[config.mk]
export PLATFORM = sky130hd
export DESIGN_NAME = rf_write_arbiter
export DESIGN_NICKNAME = d
export VERILOG_FILES = /design/src/rtl/rf_write_arbiter.sv
export SDC_FILE = /design/constraint.sdc
export NUM_CORES = 1
export LEC_CHECK = 0
export CAP_MARGIN = 20
export CORE_MARGIN = 2
export CORE_UTILIZATION = 45
export CTS_BUF_LIST = sky130_fd_sc_hd__clkbuf_16
export DETAILED_ROUTE_END_ITERATION = 16
export PLACE_DENSITY = 0.67
export SLEW_MARGIN = 20
export SYNTH_ARGS = -nofsm -noshare
export SYNTH_HDL_FRONTEND = slang
export SYNTH_SLANG_ARGS = --single-unit
[constraint.sdc]
create_clock -name clk_i -period 6.6 [get_ports clk_i]
set_clock_uncertainty 0.1 [all_clocks]
set_input_delay 0.66 -clock clk_i [delete_from_list [all_inputs] [get_ports clk_i]]
set_output_delay 0.66 -clock clk_i [all_outputs]
set_load 0.05 [all_outputs]
[src/rtl/rf_write_arbiter.sv]
// Write-side front end for the multi-port register file: per-lane FIFOs,
// same-address collision resolution by lane priority, registered RF write ports.
module rf_write_arbiter #(
  parameter int unsigned ADDRESS_WIDTH = 5,
  parameter int unsigned WORD_WIDTH    = 32,
  parameter int unsigned LANES         = 4,
  parameter int unsigned DEPTH         = 2
) (
  input  logic                                      clk_i,
  input  logic                                      arst_i,
  input  logic [LANES-1:0]                          req_valid_i,
  input  logic [LANES-1:0][ADDRESS_WIDTH-1:0]       req_addr_i,
  input  logic [LANES-1:0][WORD_WIDTH-1:0]          req_data_i,
  output logic [LANES-1:0]                          req_ready_o,
  output logic [LANES-1:0][ADDRESS_WIDTH-1:0]       select_r_o,
  output logic [LANES-1:0][WORD_WIDTH-1:0]          data_o,
  output logic [LANES-1:0]                          enable_writing_o,
  output logic                                      busy_o
);

  localparam int unsigned PTR_W = $clog2(DEPTH);
  localparam int unsigned CNT_W = PTR_W + 1;

  logic [ADDRESS_WIDTH-1:0] mem_addr [LANES][DEPTH];
  logic [WORD_WIDTH-1:0]    mem_data [LANES][DEPTH];

  logic [LANES-1:0][PTR_W-1:0]         wr_ptr;
  logic [LANES-1:0][PTR_W-1:0]         rd_ptr;
  logic [LANES-1:0][CNT_W-1:0]         count;
  logic [LANES-1:0][ADDRESS_WIDTH-1:0] head_addr;
  logic [LANES-1:0][WORD_WIDTH-1:0]    head_data;
  logic [LANES-1:0]                    nonempty;
  logic [LANES-1:0]                    push;
  logic [LANES-1:0]                    grant;

  // Ready depends only on registered count; held low while in reset.
  always_comb begin
    req_ready_o = '0;
    push        = '0;
    for (int i = 0; i < LANES; i++) begin
      req_ready_o[i] = arst_i && (count[i] != CNT_W'(DEPTH));
      push[i]        = req_valid_i[i] && req_ready_o[i];
    end
  end

  // Lowest lane wins a same-address collision; all other candidates go.
  always_comb begin
    nonempty  = '0;
    head_addr = '0;
    head_data = '0;
    grant     = '0;
    for (int i = 0; i < LANES; i++) begin
      nonempty[i]  = (count[i] != '0);
      head_addr[i] = mem_addr[i][rd_ptr[i]];
      head_data[i] = mem_data[i][rd_ptr[i]];
    end
    for (int i = 0; i < LANES; i++) begin
      grant[i] = nonempty[i];
      for (int j = 0; j < LANES; j++) begin
        if ((j < i) && nonempty[j] && (head_addr[j] == head_addr[i])) begin
          grant[i] = 1'b0;
        end
      end
    end
  end

  always_ff @(posedge clk_i) begin
    for (int i = 0; i < LANES; i++) begin
      if (push[i]) begin
        mem_addr[i][wr_ptr[i]] <= req_addr_i[i];
        mem_data[i][wr_ptr[i]] <= req_data_i[i];
      end
    end
  end

  always_ff @(posedge clk_i or negedge arst_i) begin
    if (!arst_i) begin
      wr_ptr <= '0;
      rd_ptr <= '0;
      count  <= '0;
    end else begin
      for (int i = 0; i < LANES; i++) begin
        if (push[i]) wr_ptr[i] <= wr_ptr[i] + PTR_W'(1);
        if (grant[i]) rd_ptr[i] <= rd_ptr[i] + PTR_W'(1);
        unique case ({push[i], grant[i]})
          2'b10:   count[i] <= count[i] + CNT_W'(1);
          2'b01:   count[i] <= count[i] - CNT_W'(1);
          default: count[i] <= count[i];
        endcase
      end
    end
  end

  // Output stage: address/data hold when the lane is not granted.
  always_ff @(posedge clk_i or negedge arst_i) begin
    if (!arst_i) begin
      select_r_o       <= '0;
      data_o           <= '0;
      enable_writing_o <= '0;
    end else begin
      enable_writing_o <= grant;
      for (int i = 0; i < LANES; i++) begin
        if (grant[i]) begin
          select_r_o[i] <= head_addr[i];
          data_o[i]     <= head_data[i];
        end
      end
    end
  end

  assign busy_o = (|nonempty) || (|enable_writing_o);

endmodule

==> key figures, run 1 <==
Placed design
  – IO buf count: 310
  – Post-DP HPWL: between 20000 and 25000 um
  – RePlAce Congestion: 0.7108

Die
  – Row count: 71
  – Initial Utilization: 0.4565
  – Core region area: 0.03758 mm^2
  – Die H: 199.2 um
  – Die Wd: ~200 um
  – Num ports: about 310
  – Die ar.: between 0.03 and 0.04 mm^2

Clock tree
  – Clk slew on worst S/H paths: approximately 0.060 ns
  – Clock latency on the worst-skew pair: roughly 0.57 ns
  – Max Root-Sink Buffers: 3
  – # clock sinks: between 400 and 500
  – Resize count post-CTS: 0
  – H-tree depth: 2
  – Inserted Clock Buffers: 48
  – Root Buffer: clkbuf_16
  – CTS tree: done

Timing
  – Worst hold slack: 0.3810 ns
  – Least-Margin Pin Slew: roughly 1.1 ns
  – RSZ-0062 raised after global routing: no
  – Final Cycle Share: 0.6182
  – Fin. Hold Viols: 0
  – Endpoints failing setup: 0
  – Max-slew violation count: 0
  – Tmin final: 4.080 ns
  – Setup tns final: 0 ns
  – Rel. slew slack: 0.2986
  – Maximum clock rate: roughly 250 MHz

Synth
  – Post-Synth Adder-Cell Area: 0.002918
  – Mux cell area share after synthesis: 0.1426
  – Synthesized area: 0.01715 mm^2
  – Sequential share of the synthesized area: 0.7633
  – Mapped Avg Cell Area: between 15 and 20 um^2
  – Xor and xnor area share after synthesis: 0.02553
  – Post-synthesis simple-gate area fraction: 0.02560
  – Largest family of logic cells by synthesized area: multiplexers
  – Synth unique cells: 28
  – Synth warn: 0
  – Mapped Cells: about 1000
  – Compound-gate portion of the synthesized area: 0.02502
  – Syn nets: 1144
  – Post-synthesis register bit count: 464

Worst hold path
  – Hold Path Origin: data_o[30]
  – Hold depth: 2
  – Worst hold path type: reg -> reg
  – Worst Hold Endpoint: data_o[30]

Layout
  – Register area: 0.01310 mm^2
  – Fillers: 2877
  – Final nets: 1476
  – Share of layout cells above drive strength 1: 0.1733
  – Area occupied by multi-input gates: 0.003860 mm^2
  – Synth-to-layout area growth: 30.84%

Setup path
  – Crit-path max FO: 67
  – CP endpoint kind: primary output
  – WP data required: 5.84 ns
  – RR Endpoint: count[5]
  – Worst setup SP type: flip-flop
  – Flop2flop setup slack: between 2 and 3 ns
  – R2R Path Start: rd_ptr[1]
  – R2R cell count: 11
  – Crit Path Class: reg -> out
  – Crit path DAT: between 3 and 4 ns

Pwr
  – Clock power frac: 0.218
  – Psw: ~4700 uW
  – Comb pwr share: 0.416
  – VDD IR max: 373.9 uV
  – PD cells: roughly 540 mW/mm^2
  – Power share of the sequential group: 0.366
  – Int Pwr: 7434 uW
  – Switching Share: 0.3881
  – Leak: 0.008323 uW

Drt
  – DRC errors left: 0
  – Drt total wl: 36130 um
  – Drt first pass iters: 4
  – Wire per inst: 19.32 um
  – Via count: 9186
  – Final antenna-violating net count: 0
  – Initial DRC count: 337
  – Drt via density: 4.912

GRT
  – First-pass GRT wire length: 54590 um
  – Pin count of the biggest net entering global routing: 68
  – All-layer global routing usage: 0.1844
  – Gr ovfl total: 0
  – Vias in the first global route: 9361
  – Initial antenna violation count: 6

Flow run
  – Max-cap violations: 0

Status
  – Status: complete, no violations
-- flip-flops by register name, summed over array words and instances (netlist names) --
register,flops
mem_data,256
data_o,128
mem_addr,40
select_r_o,20
count,8
enable_writing_o,4
rd_ptr,4
wr_ptr,4
-- repair_timing --
action	4_1_cts	5_1_grt
hold buffers	1	0
buffers inserted	0	0
endpoints found under the hold margin	30	0
setup endpoints to repair	0	0
-- area by class of cell --
type | instances | area share
antenna | 3 | 0.0003345
timing repair buffer | 323 | 0.1434
clock inverter | 37 | 0.01243
clock buffer | 51 | 0.05687
sequential | 464 | 0.5836
tap | 511 | 0.02849
inverter | 17 | 0.002843
multi-input combinational | 464 | 0.1720
-- synth_stat cells --
library cell    n  area [um^2]
edfxtp_1      296         8889
dfrtp_1       168         4204
mux2_2        125         1408
mux2i_1        80        800.8
nor2_1         54        202.7
a21oi_1        42        210.2
nand2_1        36        135.1
xnor2_1        34        297.8
o21ai_0        33        165.2
clkbuf_1       20        75.07
inv_1          17        63.81
xor2_1         16        140.1
mux2i_2        14        192.7
buf_1           8        30.03
buf_2           8        40.04
nand4_1         5        31.28
a21boi_0        4        30.03
and3_1          4        25.02
ha_1            4        50.05
buf_6           3        33.78
mux2_4          3        45.04
nor3_1          3        15.01
nor4_1          3        18.77
buf_4           2        15.01
a31o_2          1        8.760
a31oi_1         1        6.260
o32ai_1         1        8.760
or4_4           1        11.26
-- metrics by stage --
step | power, uW | utilization | std cells | setup slack (ns) | cell area [um^2]
after floorplan | 7925 | - | 986 | 2.245 | 17150
after global placement | 9523 | 0.5549 | 1777 | 2.631 | 20850
after detailed placement | 9618 | 0.5554 | 1778 | 2.560 | 20870
after CTS | 12300 | 0.5970 | 1867 | 2.400 | 22440
after global routing | 12740 | 0.5972 | 1870 | 2.235 | 22440
final | 12150 | 0.5972 | 1870 | 2.520 | 22440
-- logic make-up (layout without fill, tap and decap cells) --
kind of cell / Yosys count / in the layout
buffers and inverters: 58 / 428
other: 0 / 3
xor gates and xnor gates: 50 / 50
adders and majority gates: 4 / 4
and+or+nand+nor: 106 / 106
muxes: 222 / 222
AOI/OAI and AO/OA: 82 / 82
DFF: 464 / 464
-- power groups by stage --
stage	Combinational (uW)	Clock [uW]	Sequential [uW]
floorplan	1970	0	5960
global placement	5020	0	4500
detailed placement	5100	0	4510
CTS	5120	2720	4470
global route	5350	2830	4560
finish	5050	2650	4450
-- how the worst max path moves through the flow --
stage | startpoint | to | slack [ns] | cells after the start
3_5_place_dp | rd_ptr[1] | count[5] | 2.56 | 11
6_report | count[0] | busy_o | 2.52 | 6
2_1_floorplan | arst_i | mem_addr[0][5] | 2.24 | 3
3_3_place_gp | rd_ptr[1] | count[5] | 2.63 | 11
4_1_cts | count[0] | busy_o | 2.40 | 6
5_1_grt | count[0] | busy_o | 2.24 | 6
-- per-layer routing --
| layer | up-vias | share of wire | GRT usage |
|---|---|---|---|
| li1 | 4290 | - | - |
| met1 | 4571 | 0.42 | 0.2430 |
| met2 | 256 | 0.47 | 0.2858 |
| met3 | 63 | 0.083 | 0.06008 |
| met4 | 6 | 0.022 | 0.06965 |
| met5 | - | 0.0011 | 0 |
-- layout by cell type, fill, tap and decap left out, drive strengths merged --
master | netlist | final
xor2 | 16 | 16
clkbuf | 20 | 52
xnor2 | 34 | 34
or4 | 1 | 1
clkdlybuf4s50 | 0 | 309
dlygate4sd3 | 0 | 1
and3 | 4 | 4
mux2 | 128 | 128
nor2 | 54 | 54
nor3 | 3 | 3
ha | 4 | 4
edfxtp | 296 | 296
a21oi | 42 | 42
a31oi | 1 | 1
inv | 17 | 31
nand2 | 36 | 36
o21ai | 33 | 33
dfrtp | 168 | 168
mux2i | 94 | 94
a31o | 1 | 1
nor4 | 3 | 3
o32ai | 1 | 1
bufinv | 0 | 5
a21boi | 4 | 4
clkinv | 0 | 18
diode | 0 | 3
nand4 | 5 | 5
buf | 21 | 12
-- worst max-delay path, stage by stage (launching register included) --
cell             delay [ns]
dfrtp_1                0.45
nor2_4                 0.10
buf_4                  0.49
inv_1                  0.43
nor3_1                 0.28
nand4_1                0.13
clkdlybuf4s50_1        0.81
(Power assumes the default switching activity.)
==> run 2, diff against run 1 <==
Settings changed: PLACE_DENSITY 0.67 to 0.7.
Clock period 6.6 ns to 3.56 ns, I/O delays scaled along.
==> run 2 against run 1 <==
Design area is 0.26% higher. Die area did not move. Wire length increased by 1.4%. Sequential power up 81%. Critical path depth down 1. Power grew 85%. Utilization up 0.15 points. Sequential share of layout area is 0.15 points lower. Global-route usage increased by 0.18 points. Final cell count up 0.91%. Flip-flop and latch count is the same. Combinational power rose by 91%.
==> key figures, run 2 (synthesis gave the netlist of run 1 again) <==
Drt
  – Initial DRC count: ~330
  – Wire per inst: 19.41 um
  – Drt first pass iters: 4
  – Via count: slightly above 9000
  – DRC errors left: 0
  – Drt via density: about 5
  – Drt total wl: 36630 um
  – Final antenna-violating net count: 0

Die
  – Die ar.: 0.03969 mm^2
  – Die Wd: 199.2 um
  – Die H: 199.2 um
  – Num ports: 311
  – Row count: 71
  – Initial Utilization: 0.4565
  – Core region area: 0.03758 mm^2

Setup path
  – CP endpoint kind: primary output
  – RR Endpoint: data_o[115]
  – WP data required: 3.10 ns
  – R2R cell count: 8
  – Crit-path max FO: 15
  – Crit Path Class: reg -> out
  – Flop2flop setup slack: 0.69 ns
  – Crit path DAT: 2.59 ns
  – Worst setup SP type: flip-flop
  – R2R Path Start: rd_ptr[1]

Timing
  – Rel. slew slack: 0.3457
  – Max-slew violation count: 0
  – Maximum clock rate: 327.9 MHz
  – Tmin final: 3.050 ns
  – Final Cycle Share: 0.8568
  – Least-Margin Pin Slew: approximately 0.98 ns
  – Fin. Hold Viols: 0
  – Worst hold slack: 0.1362 ns
  – Endpoints failing setup: 0
  – RSZ-0062 raised after global routing: no
  – Setup tns final: 0 ns

GRT
  – Pin count of the biggest net entering global routing: 67
  – Gr ovfl total: 0
  – Initial antenna violation count: 5
  – First-pass GRT wire length: 55640 um
  – All-layer global routing usage: 0.1862
  – Vias in the first global route: 9999

Placed design
  – Post-DP HPWL: 23610 um
  – IO buf count: 310
  – RePlAce Congestion: 0.7370

Pwr
  – VDD IR max: between 600 and 700 uV
  – Leak: 0.008348 uW
  – PD cells: 1000 mW/mm^2

Clock tree
  – Root Buffer: clkbuf_16
  – H-tree depth: 2
  – Clock latency on the worst-skew pair: 0.57 ns
  – Inserted Clock Buffers: 48
  – CTS tree: done
  – # clock sinks: 464
  – Clk slew on worst S/H paths: 0.06 ns
  – Resize count post-CTS: 0
  – Max Root-Sink Buffers: 3

Layout
  – Leading cell types in the layout, fill and taps excluded: clkdlybuf4s50_1 (307), edfxtp_1 (296), dfrtp_1 (164)
  – Max FFs per register: 256
  – Final nets: 1488
  – Share of layout cells above drive strength 1: 0.1810
  – Synth-to-layout area growth: 31.18%
  – Fillers: 2883
  – Commonest non-fill, non-tap cell in the layout: clkdlybuf4s50_1

Worst hold path
  – Worst hold path type: in -> async

Flow run
  – Max-cap violations: 0

Status
  – Status: complete, no violations
[run 2: worst max path at each step]
stage,start,endpoint,cells after the start
detailed placement,rd_ptr[1],data_o[115],8
global placement,rd_ptr[1],data_o[111],8
global route,count[0],busy_o,5
CTS,count[0],busy_o,5
floorplan,count[0],mem_addr[0][5],4
finish,count[0],busy_o,5
[run 2: metal layers]
layer  up-vias  share of wire  track usage
met2       259           0.48       0.3015
li1       4316              -            -
met1      4719           0.41       0.2280
met4         0          0.026      0.07767
met3        52          0.087      0.06481
met5         -              0            0
[run 2: where the power goes]
part           switching (uW)  internal, uW  total, uW
logic                    6010          3660       9670
clock network            1990          2780       4770
registers                 790          7270       8060
[run 2: critical path: stages (launching register included)]
cell	delay [ns]
dfrtp_1	0.46
nor2_4	0.04
inv_1	0.41
nor3_1	0.11
nand4_1	0.12
clkdlybuf4s50_1	0.87
[run 2: what timing repair did]
item                      4_1_cts  5_1_grt
hold endpoints to repair       23        0
hold buffers                    1        0
setup buffers                   0        0
[run 2: stage by stage]
stage	utilization	std cells	instance area, um^2	power, uW	setup WS, ns
3_3_place_gp	0.5580	1790	20970	17740	0.7457
5_1_grt	0.5987	1886	22500	23600	0.3220
3_5_place_dp	0.5580	1790	20970	17940	0.6727
2_1_floorplan	-	986	17160	14690	0.03489
6_report	0.5988	1887	22500	22500	0.5099
4_1_cts	0.5984	1881	22490	22780	0.4481
[run 2: layout make-up]
| cell class | instances | area (um^2) | share of cell area |
|---|---|---|---|
| multi-input combinational | 464 | 3860 | 0.1716 |
| tap | 511 | 639.4 | 0.02842 |
| antenna | 6 | 15.01 | 0.0006673 |
| clock buffer | 49 | 1226 | 0.05450 |
| clock inverter | 41 | 281.5 | 0.01251 |
| timing repair buffer | 335 | 3317 | 0.1474 |
| sequential | 464 | 13100 | 0.5821 |
| inverter | 17 | 63.81 | 0.002836 |
